==> src/rtl/cpu_ctrl_fsm.sv <==
// cpu_ctrl_fsm: multicycle control unit for the 16-bit processor.
// Sequences FETCH -> DECODE -> EXEC -> (MEM) -> WB, decodes the 5-bit opcode,
// holds the N/Z flags, handshakes with the shared memory port and drives
// registered, state-qualified control strobes to the datapath.
//
// Ports:
//   clk, reset           clock, asynchronous active-high reset
//   opcode[4:0]          instruction register; sampled at the end of DECODE
//   alu_n, alu_z         ALU result flags, sampled at the end of EXEC
//   mem_ready            memory completes the current access this cycle
//   mem_req, mem_sel     memory request, 0 = fetch / 1 = data
//   MemWrite             data write strobe (st in MEM)
//   ir_load              one-cycle pulse to latch the fetched instruction
//   ALUOp/ALUSrc/ExtSel  EXEC controls
//   RegWrite/RegDst/WBSrc/PCSrc/pc_enable  WB controls
//   n_flag, z_flag       architectural flags
//   illegal              one-cycle WB pulse for an undefined opcode
//   fault                sticky memory-timeout indication
module cpu_ctrl_fsm #(
  parameter int unsigned MAX_WAIT      = 16,
  parameter bit          ARITH_SETS_NZ = 1'b1,
  parameter int unsigned WCNT_W        = $clog2(MAX_WAIT + 1)
) (
  input  logic       clk,
  input  logic       reset,
  input  logic [4:0] opcode,
  input  logic       alu_n,
  input  logic       alu_z,
  input  logic       mem_ready,
  output logic       mem_req,
  output logic       mem_sel,
  output logic       MemWrite,
  output logic       ir_load,
  output logic       ALUOp,
  output logic       ALUSrc,
  output logic       ExtSel,
  output logic       RegWrite,
  output logic       RegDst,
  output logic [2:0] WBSrc,
  output logic [1:0] PCSrc,
  output logic       pc_enable,
  output logic       n_flag,
  output logic       z_flag,
  output logic       illegal,
  output logic       fault
);

  typedef enum logic [2:0] {
    S_FETCH, S_DECODE, S_EXEC, S_MEM, S_WB, S_HALT
  } state_t;

  localparam logic [4:0] OP_MV    = 5'b00000;
  localparam logic [4:0] OP_ADD   = 5'b00001;
  localparam logic [4:0] OP_SUB   = 5'b00010;
  localparam logic [4:0] OP_CMP   = 5'b00011;
  localparam logic [4:0] OP_LD    = 5'b00100;
  localparam logic [4:0] OP_ST    = 5'b00101;
  localparam logic [4:0] OP_JR    = 5'b01000;
  localparam logic [4:0] OP_JZR   = 5'b01001;
  localparam logic [4:0] OP_JNR   = 5'b01010;
  localparam logic [4:0] OP_CALLR = 5'b01100;
  localparam logic [4:0] OP_MVI   = 5'b10000;
  localparam logic [4:0] OP_ADDI  = 5'b10001;
  localparam logic [4:0] OP_SUBI  = 5'b10010;
  localparam logic [4:0] OP_CMPI  = 5'b10011;
  localparam logic [4:0] OP_MVHI  = 5'b10110;
  localparam logic [4:0] OP_J     = 5'b11000;
  localparam logic [4:0] OP_JZ    = 5'b11001;
  localparam logic [4:0] OP_JN    = 5'b11010;
  localparam logic [4:0] OP_CALL  = 5'b11100;

  localparam logic [1:0] PC_OFS  = 2'b00;
  localparam logic [1:0] PC_REG  = 2'b01;
  localparam logic [1:0] PC_NEXT = 2'b10;

  localparam logic [2:0] WB_MEM  = 3'b000;
  localparam logic [2:0] WB_ALU  = 3'b001;
  localparam logic [2:0] WB_PC2  = 3'b010;
  localparam logic [2:0] WB_RY   = 3'b011;
  localparam logic [2:0] WB_IMM8 = 3'b100;
  localparam logic [2:0] WB_HI   = 3'b101;

  localparam logic [WCNT_W-1:0] WCNT_LAST = WCNT_W'(MAX_WAIT - 1);

  state_t              r_state;
  logic [4:0]          r_op_q;
  logic [WCNT_W-1:0]   r_wcnt;

  logic [4:0] w_op;
  logic       w_legal;
  logic       w_alu_sub;
  logic       w_alu_imm;
  logic       w_ext11;
  logic       w_sets_nz;
  logic       w_is_mem;
  logic       w_is_st;
  logic       w_reg_wr;
  logic       w_reg_dst;
  logic [2:0] w_wb_src;
  logic [1:0] w_pc_src;
  logic       w_wait_last;

  // Outputs are registered for the state being entered, so while leaving
  // DECODE the live opcode is decoded; afterwards the latched copy.
  assign w_op        = (r_state == S_DECODE) ? opcode : r_op_q;
  assign w_wait_last = (r_wcnt == WCNT_LAST);

  // Opcode decode; branch conditions use the registered flags, which a jump
  // never modifies, so they already hold the WB-time value.
  always_comb begin
    w_legal   = 1'b1;
    w_alu_sub = 1'b0;
    w_alu_imm = 1'b0;
    w_ext11   = 1'b0;
    w_sets_nz = 1'b0;
    w_is_mem  = 1'b0;
    w_is_st   = 1'b0;
    w_reg_wr  = 1'b0;
    w_reg_dst = 1'b0;
    w_wb_src  = WB_MEM;
    w_pc_src  = PC_NEXT;
    case (w_op)
      OP_MV:    begin w_reg_wr = 1'b1; w_wb_src = WB_RY; end
      OP_ADD:   begin w_reg_wr = 1'b1; w_wb_src = WB_ALU; w_sets_nz = ARITH_SETS_NZ; end
      OP_SUB:   begin w_reg_wr = 1'b1; w_wb_src = WB_ALU; w_alu_sub = 1'b1;
                      w_sets_nz = ARITH_SETS_NZ; end
      OP_CMP:   begin w_alu_sub = 1'b1; w_sets_nz = 1'b1; end
      OP_LD:    begin w_is_mem = 1'b1; w_reg_wr = 1'b1; w_wb_src = WB_MEM; end
      OP_ST:    begin w_is_mem = 1'b1; w_is_st = 1'b1; end
      OP_JR:    w_pc_src = PC_REG;
      OP_JZR:   if (z_flag) w_pc_src = PC_REG;
      OP_JNR:   if (n_flag) w_pc_src = PC_REG;
      OP_CALLR: begin w_reg_wr = 1'b1; w_reg_dst = 1'b1; w_wb_src = WB_PC2;
                      w_pc_src = PC_REG; end
      OP_MVI:   begin w_reg_wr = 1'b1; w_wb_src = WB_IMM8; end
      OP_ADDI:  begin w_reg_wr = 1'b1; w_wb_src = WB_ALU; w_alu_imm = 1'b1;
                      w_sets_nz = ARITH_SETS_NZ; end
      OP_SUBI:  begin w_reg_wr = 1'b1; w_wb_src = WB_ALU; w_alu_imm = 1'b1;
                      w_alu_sub = 1'b1; w_sets_nz = ARITH_SETS_NZ; end
      OP_CMPI:  begin w_alu_imm = 1'b1; w_alu_sub = 1'b1; w_sets_nz = 1'b1; end
      OP_MVHI:  begin w_reg_wr = 1'b1; w_wb_src = WB_HI; end
      OP_J:     begin w_ext11 = 1'b1; w_pc_src = PC_OFS; end
      OP_JZ:    begin w_ext11 = 1'b1; if (z_flag) w_pc_src = PC_OFS; end
      OP_JN:    begin w_ext11 = 1'b1; if (n_flag) w_pc_src = PC_OFS; end
      OP_CALL:  begin w_ext11 = 1'b1; w_reg_wr = 1'b1; w_reg_dst = 1'b1;
                      w_wb_src = WB_PC2; w_pc_src = PC_OFS; end
      default:  w_legal = 1'b0;
    endcase
  end

  // State machine with outputs registered for the next state.
  always_ff @(posedge clk or posedge reset) begin
    if (reset) begin
      r_state   <= S_FETCH;
      r_op_q    <= '0;
      r_wcnt    <= '0;
      n_flag    <= 1'b0;
      z_flag    <= 1'b0;
      fault     <= 1'b0;
      mem_req   <= 1'b0;
      mem_sel   <= 1'b0;
      MemWrite  <= 1'b0;
      ir_load   <= 1'b0;
      ALUOp     <= 1'b0;
      ALUSrc    <= 1'b0;
      ExtSel    <= 1'b0;
      RegWrite  <= 1'b0;
      RegDst    <= 1'b0;
      WBSrc     <= WB_MEM;
      PCSrc     <= PC_NEXT;
      pc_enable <= 1'b0;
      illegal   <= 1'b0;
    end else begin
      mem_req   <= 1'b0;
      mem_sel   <= 1'b0;
      MemWrite  <= 1'b0;
      ir_load   <= 1'b0;
      ALUOp     <= 1'b0;
      ALUSrc    <= 1'b0;
      ExtSel    <= 1'b0;
      RegWrite  <= 1'b0;
      RegDst    <= 1'b0;
      WBSrc     <= WB_MEM;
      PCSrc     <= PC_NEXT;
      pc_enable <= 1'b0;
      illegal   <= 1'b0;
      case (r_state)
        S_FETCH: begin
          // First cycle after reset has no request out yet: raise it.
          if (!mem_req) begin
            mem_req <= 1'b1;
            r_wcnt  <= '0;
          end else if (mem_ready) begin
            ir_load <= 1'b1;
            r_state <= S_DECODE;
          end else if (w_wait_last) begin
            r_wcnt  <= r_wcnt + WCNT_W'(1);
            fault   <= 1'b1;
            r_state <= S_HALT;
          end else begin
            r_wcnt  <= r_wcnt + WCNT_W'(1);
            mem_req <= 1'b1;
          end
        end
        S_DECODE: begin
          r_op_q  <= opcode;
          ALUOp   <= w_alu_sub;
          ALUSrc  <= w_alu_imm;
          ExtSel  <= w_ext11;
          r_state <= S_EXEC;
        end
        S_EXEC: begin
          if (w_sets_nz) begin
            n_flag <= alu_n;
            z_flag <= alu_z;
          end
          if (w_is_mem) begin
            mem_req  <= 1'b1;
            mem_sel  <= 1'b1;
            MemWrite <= w_is_st;
            r_wcnt   <= '0;
            r_state  <= S_MEM;
          end else begin
            RegWrite  <= w_reg_wr;
            RegDst    <= w_reg_dst;
            WBSrc     <= w_wb_src;
            PCSrc     <= w_pc_src;
            pc_enable <= 1'b1;
            illegal   <= ~w_legal;
            r_state   <= S_WB;
          end
        end
        S_MEM: begin
          // Completion on the last allowed wait cycle still wins over fault.
          if (mem_ready) begin
            RegWrite  <= w_reg_wr;
            RegDst    <= w_reg_dst;
            WBSrc     <= w_wb_src;
            PCSrc     <= w_pc_src;
            pc_enable <= 1'b1;
            illegal   <= ~w_legal;
            r_state   <= S_WB;
          end else if (w_wait_last) begin
            r_wcnt  <= r_wcnt + WCNT_W'(1);
            fault   <= 1'b1;
            r_state <= S_HALT;
          end else begin
            r_wcnt   <= r_wcnt + WCNT_W'(1);
            mem_req  <= 1'b1;
            mem_sel  <= 1'b1;
            MemWrite <= w_is_st;
          end
        end
        S_WB: begin
          mem_req <= 1'b1;
          r_wcnt  <= '0;
          r_state <= S_FETCH;
        end
        S_HALT: r_state <= S_HALT;
        default: r_state <= S_HALT;
      endcase
    end
  end

endmodule

==> config.mk <==
export PLATFORM = sky130hd
export DESIGN_NAME = cpu_ctrl_fsm
export DESIGN_NICKNAME = d
export VERILOG_FILES = /design/src/rtl/cpu_ctrl_fsm.sv
export SDC_FILE = /design/constraint.sdc
export NUM_CORES = 1
export LEC_CHECK = 0
export CAP_MARGIN = 10
export CORE_MARGIN = 2
export CORE_UTILIZATION = 53
export DETAILED_ROUTE_END_ITERATION = 10
export HOLD_SLACK_MARGIN = 0.05
export PLACE_DENSITY = 0.85
export SETUP_SLACK_MARGIN = 0.15
export SYNTH_ARGS = -nofsm -noshare
export SYNTH_HDL_FRONTEND = slang
export SYNTH_SLANG_ARGS = --single-unit
==> constraint.sdc <==
create_clock -name clk -period 2.05 [get_ports clk]
set_clock_uncertainty 0.1 [all_clocks]
set_input_delay 0.41 -clock clk [delete_from_list [all_inputs] [get_ports clk]]
set_output_delay 0.41 -clock clk [all_outputs]
set_load 0.005 [all_outputs]
==> out/qor.yml, run 1 <==
status: "finished, final reports clean"
num_rows: 20
rsz0062_at_grt: "true"
worst-r2r-setup-slack_ps: 140
ys_warn_count: 0
drt_wl_total_mm: 4.453
via_count: 1694
fin_ws_ps: 137.7
finalHoldViolations: 0
hpwlAfterDp_mm: 3.020
die_h_um: 61.51
start_kind: "register"
drcViolationCount: 0
yosysUniqueCellTypes: 48
min_period_ps: 1912
crit_path_max_fanout: 6
final_antenna_net_count: 0
first_pass_iters: 4
leakagePower_nw: 1.079
htreeDepth: 2
ff2ff_path_depth: 6
track_usage_pct: 26.37
post-place-ws_ps: -75.05
worst-endpoint-arrival_ps: 2030
final-max-slew-violation-count: 0
ys_ff_latch: 32
fmax_mhz: 522.9
synth_cells: 195
cts.reportedPaths.clkPinSlew_ps: 110
crit_required_ps: 2160
antenna_found_initial: 0
totalPowerFinal_mw: 1.095
clock_latency_ps: 340
drive_gt1_share_pct: 22.89
cts_buffer_depth: 2
overflow: 0
fin_nets: 260
drv_cap: 0
fp.dieArea_um2: 3783
cts_buffers: 5
gpl.final_weighted_congestion: 0.9053
placed_area_um2: 2207
power_density_nw_per_um2: 449.1
syn_area_per_cell_um2: 8.989
critPathKind: "reg -> reg"
wl_per_cell_um: 15.20
io_pins: 29
relSlewSlack_pct: 70.89
synth-edff-count: 0
clkSinkCount: 32
die_w_um: 61.51
syn_area_um2: 1753
finalSetupTns_ps: 0
whs_ps: 297.7
n_antenna_cell: 0
instances_no_fill: 293
grt_pass1_wl_mm: 7.300
stdcell_area_um2: 2437
seq_area_frac_synth_pct: 45.75
r2r_start: "r_state[2]"
drt_iter0_markers: 105
port_buffers: 28
ir_drop_mv: 0.4219
grt_max_degree: 33
tightestPinTransition_ps: 434.3
start_util_pct: 56.49
place_inst: 275
r2r-end: "illegal"
grt_pass1_vias: 1624
fill_cells: 228
finalCritPeriodShare_pct: 93.28
coreArea_um2: 3103
setup_viol: 0
utilization_pct: 78.55
syn-num-nets: 207
ys.flop_type: "dfrtp_1"
area_growth_pct: 39.04
async_reset_ff_share_pct: 100.0
viasPerCell: 5.782
cts_tree: "yes"
crit_path_end_kind: "register"
hold_path_class: "in -> async"
cts_root_buf: "clkbuf_4"
==> worst max-delay path, stage by stage (launching register included) <==
cell and delay (ps):
dfrtp_1 400, or3b_4 410, buf_4 170, mux2i_2 250, o311ai_0 180, a22oi_1 220, nor4_1 70
==> kinds of logic (layout without fill, tap and decap cells) <==
logic type	count (synthesis)	in the layout	synth area share [%]
and+or+nand+nor	80	80	23.55
DFF	32	32	45.75
xor gates and xnor gates	4	4	1.999
adders and majority gates	3	3	1.998
AOI/OAI and AO/OA	48	48	18.35
muxes	5	5	3.069
buffers and inverters	23	77	5.281
==> cell usage after synthesis, drive strengths merged, types with 3 or more instances <==
master  count  area share [%]
a21boi      3             1.3
a21oi       9             2.6
and3        3             1.1
buf         5             1.4
clkbuf      9             1.9
dfrtp      31              44
inv         9             1.9
mux2        3             1.9
nand2      15             3.2
nand2b      5             1.8
nand3       7             2.0
nor2       20             4.3
nor2b       4             1.4
nor3       12             3.4
nor4        4             1.4
o21ai      14             4.0
or3         3             1.1
==> worst max-delay path by stage <==
stage                          start  depth (start not counted)        end  slack (ps)
after floorplan           r_state[1]                          5     n_flag         160
final                     r_state[2]                          6    illegal         140
after global routing      r_state[2]                          6    illegal          30
after detailed placement   opcode[0]                          5     z_flag         -80
after CTS                  r_op_q[1]                          7  r_wcnt[0]         160
after global placement     opcode[0]                          5     z_flag          20
==> cell type report <==
type | instances | area (um2) | area share [%]
clock buffers | 6 | 51.30 | 2.105
clock inverters | 2 | 10.01 | 0.4107
inverters | 9 | 33.78 | 1.386
multi-input cells | 140 | 948.4 | 38.91
flip-flops and latches | 32 | 802.0 | 32.91
well taps | 44 | 55.05 | 2.259
repair buffers | 60 | 536.8 | 22.02
==> cell usage in the layout, fill, tap and decap left out, drive strengths merged, types with 7 or more instances in the layout <==
| master | instances |
|---|---|
| a21oi | 9 |
| buf | 32 |
| clkdlybuf4s50 | 28 |
| dfrtp | 31 |
| inv | 9 |
| nand2 | 15 |
| nand3 | 7 |
| nor2 | 20 |
| nor3 | 12 |
| o21ai | 14 |
==> registers in the layout, summed over array words and instances, names as in the netlist, 2 cells and up <==
signal / cells
r_wcnt: 5
r_state: 3
r_op_q: 5
WBSrc: 3
PCSrc: 2
==> layer usage <==
layer	up-vias	routed length (um)	track usage, %
li1	800	-	-
met1	791	1967	36.41
met2	95	2074	40.60
met3	8	344	6.513
met4	0	67	9.119
met5	-	0	0
==> report_power, final <==
part	internal, mW	switching [mW]	leakage (nW)	total (mW)
sequential	0.633	0.00416	0.413	0.637
combinational	0.0400	0.0465	0.628	0.0866
clock	0.163	0.208	0.0380	0.371
total	0.836	0.259	1.08	1.09
==> what timing repair did <==
| item | CTS | global route |
|---|---|---|
| pin swaps | 3 | 2 |
| setup buffers | 8 | 2 |
| hold buffers | 0 | 0 |
| gates resized for setup | 5 | 16 |
| endpoints found under the setup margin | 10 | 16 |
Power figures use the tool's default switching activity.
==> run 2: changes to the inputs <==
Settings changed: ABC_AREA from default to 1, CORE_UTILIZATION 53 to 52, GPL_ROUTABILITY_DRIVEN from default to 0.
==> run 2 against run 1 <==
Against the previous run:
- sequential power fell by 0.9%
- non-clock buffer count fell by 24
- core utilization fell by 7.5 points
- global-route usage decreased by 5.1 points
- fmax up 2.5%
- routed wire length down 22%
- synthesized cell count up 2.1%
- clock power increased by 30%
- combinational power decreased by 48%
- sequential share of layout area up 4.2 points
- highest routed layer unchanged
==> out/qor.yml, run 2 <==
status: "finished, final reports clean"
fin_ws_ps: 184.9
start_kind: "register"
post-place-ws_ps: 52.86
finalCritPeriodShare_pct: 90.98
drt_wl_total_mm: 3.477
coreArea_um2: 3053
ys_warn_count: 0
grt_pass1_wl_mm: 5.706
final_common_cell: "nand2_1"
ir_drop_mv: 0.3599
wl_per_cell_um: 12.16
cts_tree: "yes"
max_stage_delay_ps: 530
io_pins: 29
final_antenna_net_count: 0
synth_cells: 199
synthTopCellsByArea: "dfrtp_1 46%, nand2_1 11%, nand3_1 4.8%, nand2_4 4.7%, inv_1 4.2%"
fmax_mhz: 536.2
synth_common_cells: "51 x nand2_1, 31 x dfrtp_1, 19 x inv_1"
grt_pass1_vias: 1290
fin_nets: 253
leakagePower_nw: 1.078
cts_buffers: 5
clock_latency_ps: 340
die_w_um: 60.87
cp-startpoint: "PCSrc[1]"
syn_area_per_cell_um2: 8.450
syn_area_um2: 1682
overflow: 0
crit_path_end_kind: "output pin"
track_usage_pct: 21.22
tightestPinTransition_ps: 426.9
worst-path-buf-inv: 1
multi_input_area_um2: 784.5
crit_required_ps: 1540
cts_root_buf: "clkbuf_4"
ys.flop_type: "dfrtp_1"
cts.reportedPaths.clkPinSlew_ps: 110
setup_viol: 0
layout_common_cells: "51 x nand2_1, 29 x dfrtp_1, 28 x clkdlybuf4s50_1"
register_area_um2: 804.5
finalHoldViolations: 0
cts_buffer_depth: 2
hpwlAfterDp_mm: 2.548
die_h_um: 60.87
via_count: 1443
fp.dieArea_um2: 3705
antenna_found_initial: 0
area_growth_pct: 29.02
first_pass_iters: 4
finalSetupTns_ps: 0
utilization_pct: 71.07
grt_max_degree: 33
yosysUniqueCellTypes: 34
start_util_pct: 55.08
power_density_nw_per_um2: 532.9
drt_iter0_markers: 45
drv_cap: 0
synth_area_leader_cell: "dfrtp_1"
synth.top_cell.area_share_pct: 46.13
ys_ff_latch: 32
synth-edff-count: 0
n_antenna_cell: 0
worst-endpoint-arrival_ps: 1360
rsz0062_at_grt: "true"
clkSinkCount: 32
htreeDepth: 2
viasPerCell: 5.045
critPathKind: "reg -> out"
relSlewSlack_pct: 71.44
path_cells: "clkdlybuf4s50_1"
drive_gt1_share_pct: 21.49
synthMostInstantiatedCell: "nand2_1"
syn-num-nets: 211
final-max-slew-violation-count: 0
async_reset_ff_share_pct: 100.0
crit_path_max_fanout: 1
path_delay_family: "flip-flops"
cp_slowest_cell: "dfstp_2"
r2r_start: "r_wcnt[1]"
top_regs: "r_op_q (5), r_wcnt (5)"
hold_path_class: "in -> async"
min_period_ps: 1865
seq_area_frac_synth_pct: 47.69
fill_cells: 243
port_buffers: 28
drcViolationCount: 0
num_rows: 20
## run 2: cell types whose count changed after synthesis, moves of 7 or more
cell,delta
clkbuf_1,-9
nor3_1,-8
inv_1,+10
nand2_1,+36
nand3_1,+9
nand2_4,+7
nor2_1,-7
## run 2: logic make-up after synthesis
| family | after synthesis | synth area share (%) |
|---|---|---|
| XOR/XNOR | 3 | 1.563 |
| AO/OA/AOI/OAI | 25 | 8.780 |
| adder cells (fa/ha/maj) | 2 | 1.488 |
| AND/OR/NAND/NOR | 110 | 33.78 |
| buffers and inverters | 27 | 6.697 |
| flip-flops | 32 | 47.69 |
## run 2: worst paths after layout
path	cells after the start	slack, ps	end
max reg2reg	8	210	MemWrite
min in group clk	1	400	fault
min	3	340	PCSrc[0]
min reg2reg	1	400	fault
max in group asynchronous	3	1200	PCSrc[1]
max	1	180	PCSrc[1]
## run 2: per-layer routing
layer	track usage [%]	vias up	wire [um]
li1	-	730	-
met1	29.14	655	1606
met2	32.41	48	1609
met3	4.264	10	183
met4	9.938	0	78
met5	0	-	0
## run 2: layout make-up
cell class | instances | share of cell area [%]
clock buffers | 5 | 1.730
clock inverters | 3 | 1.961
inverters | 26 | 4.844
multi-input cells | 140 | 36.16
flip-flops and latches | 32 | 37.08
well taps | 44 | 2.537
repair buffers | 36 | 15.69
## run 2: timing repair
item	in CTS	in global routing
resized for setup	0	8
setup endpoints to repair	2	5
setup buffers	1	1
hold buffers	0	0
pin swaps	0	4
## run 2: through the flow
step / hold slack [ps] / power, mW / std cells / instance area (um2)
floorplan: 367.8 / 0.6593 / 199 / 1682
global placement: 363.0 / 0.6858 / 276 / 2054
detailed placement: 377.5 / 0.6865 / 276 / 2054
CTS: 350.1 / 1.157 / 285 / 2142
global route: 393.3 / 1.194 / 286 / 2170
finish: 341.1 / 1.156 / 286 / 2170
## run 2: power breakdown
part	internal (mW)	switching [mW]	total (mW)	leakage (nW)
registers	0.631	0	0.631	0.396
logic	0.0231	0.0217	0.0447	0.641
clock network	0.254	0.227	0.481	0.0412
total	0.908	0.248	1.16	1.08
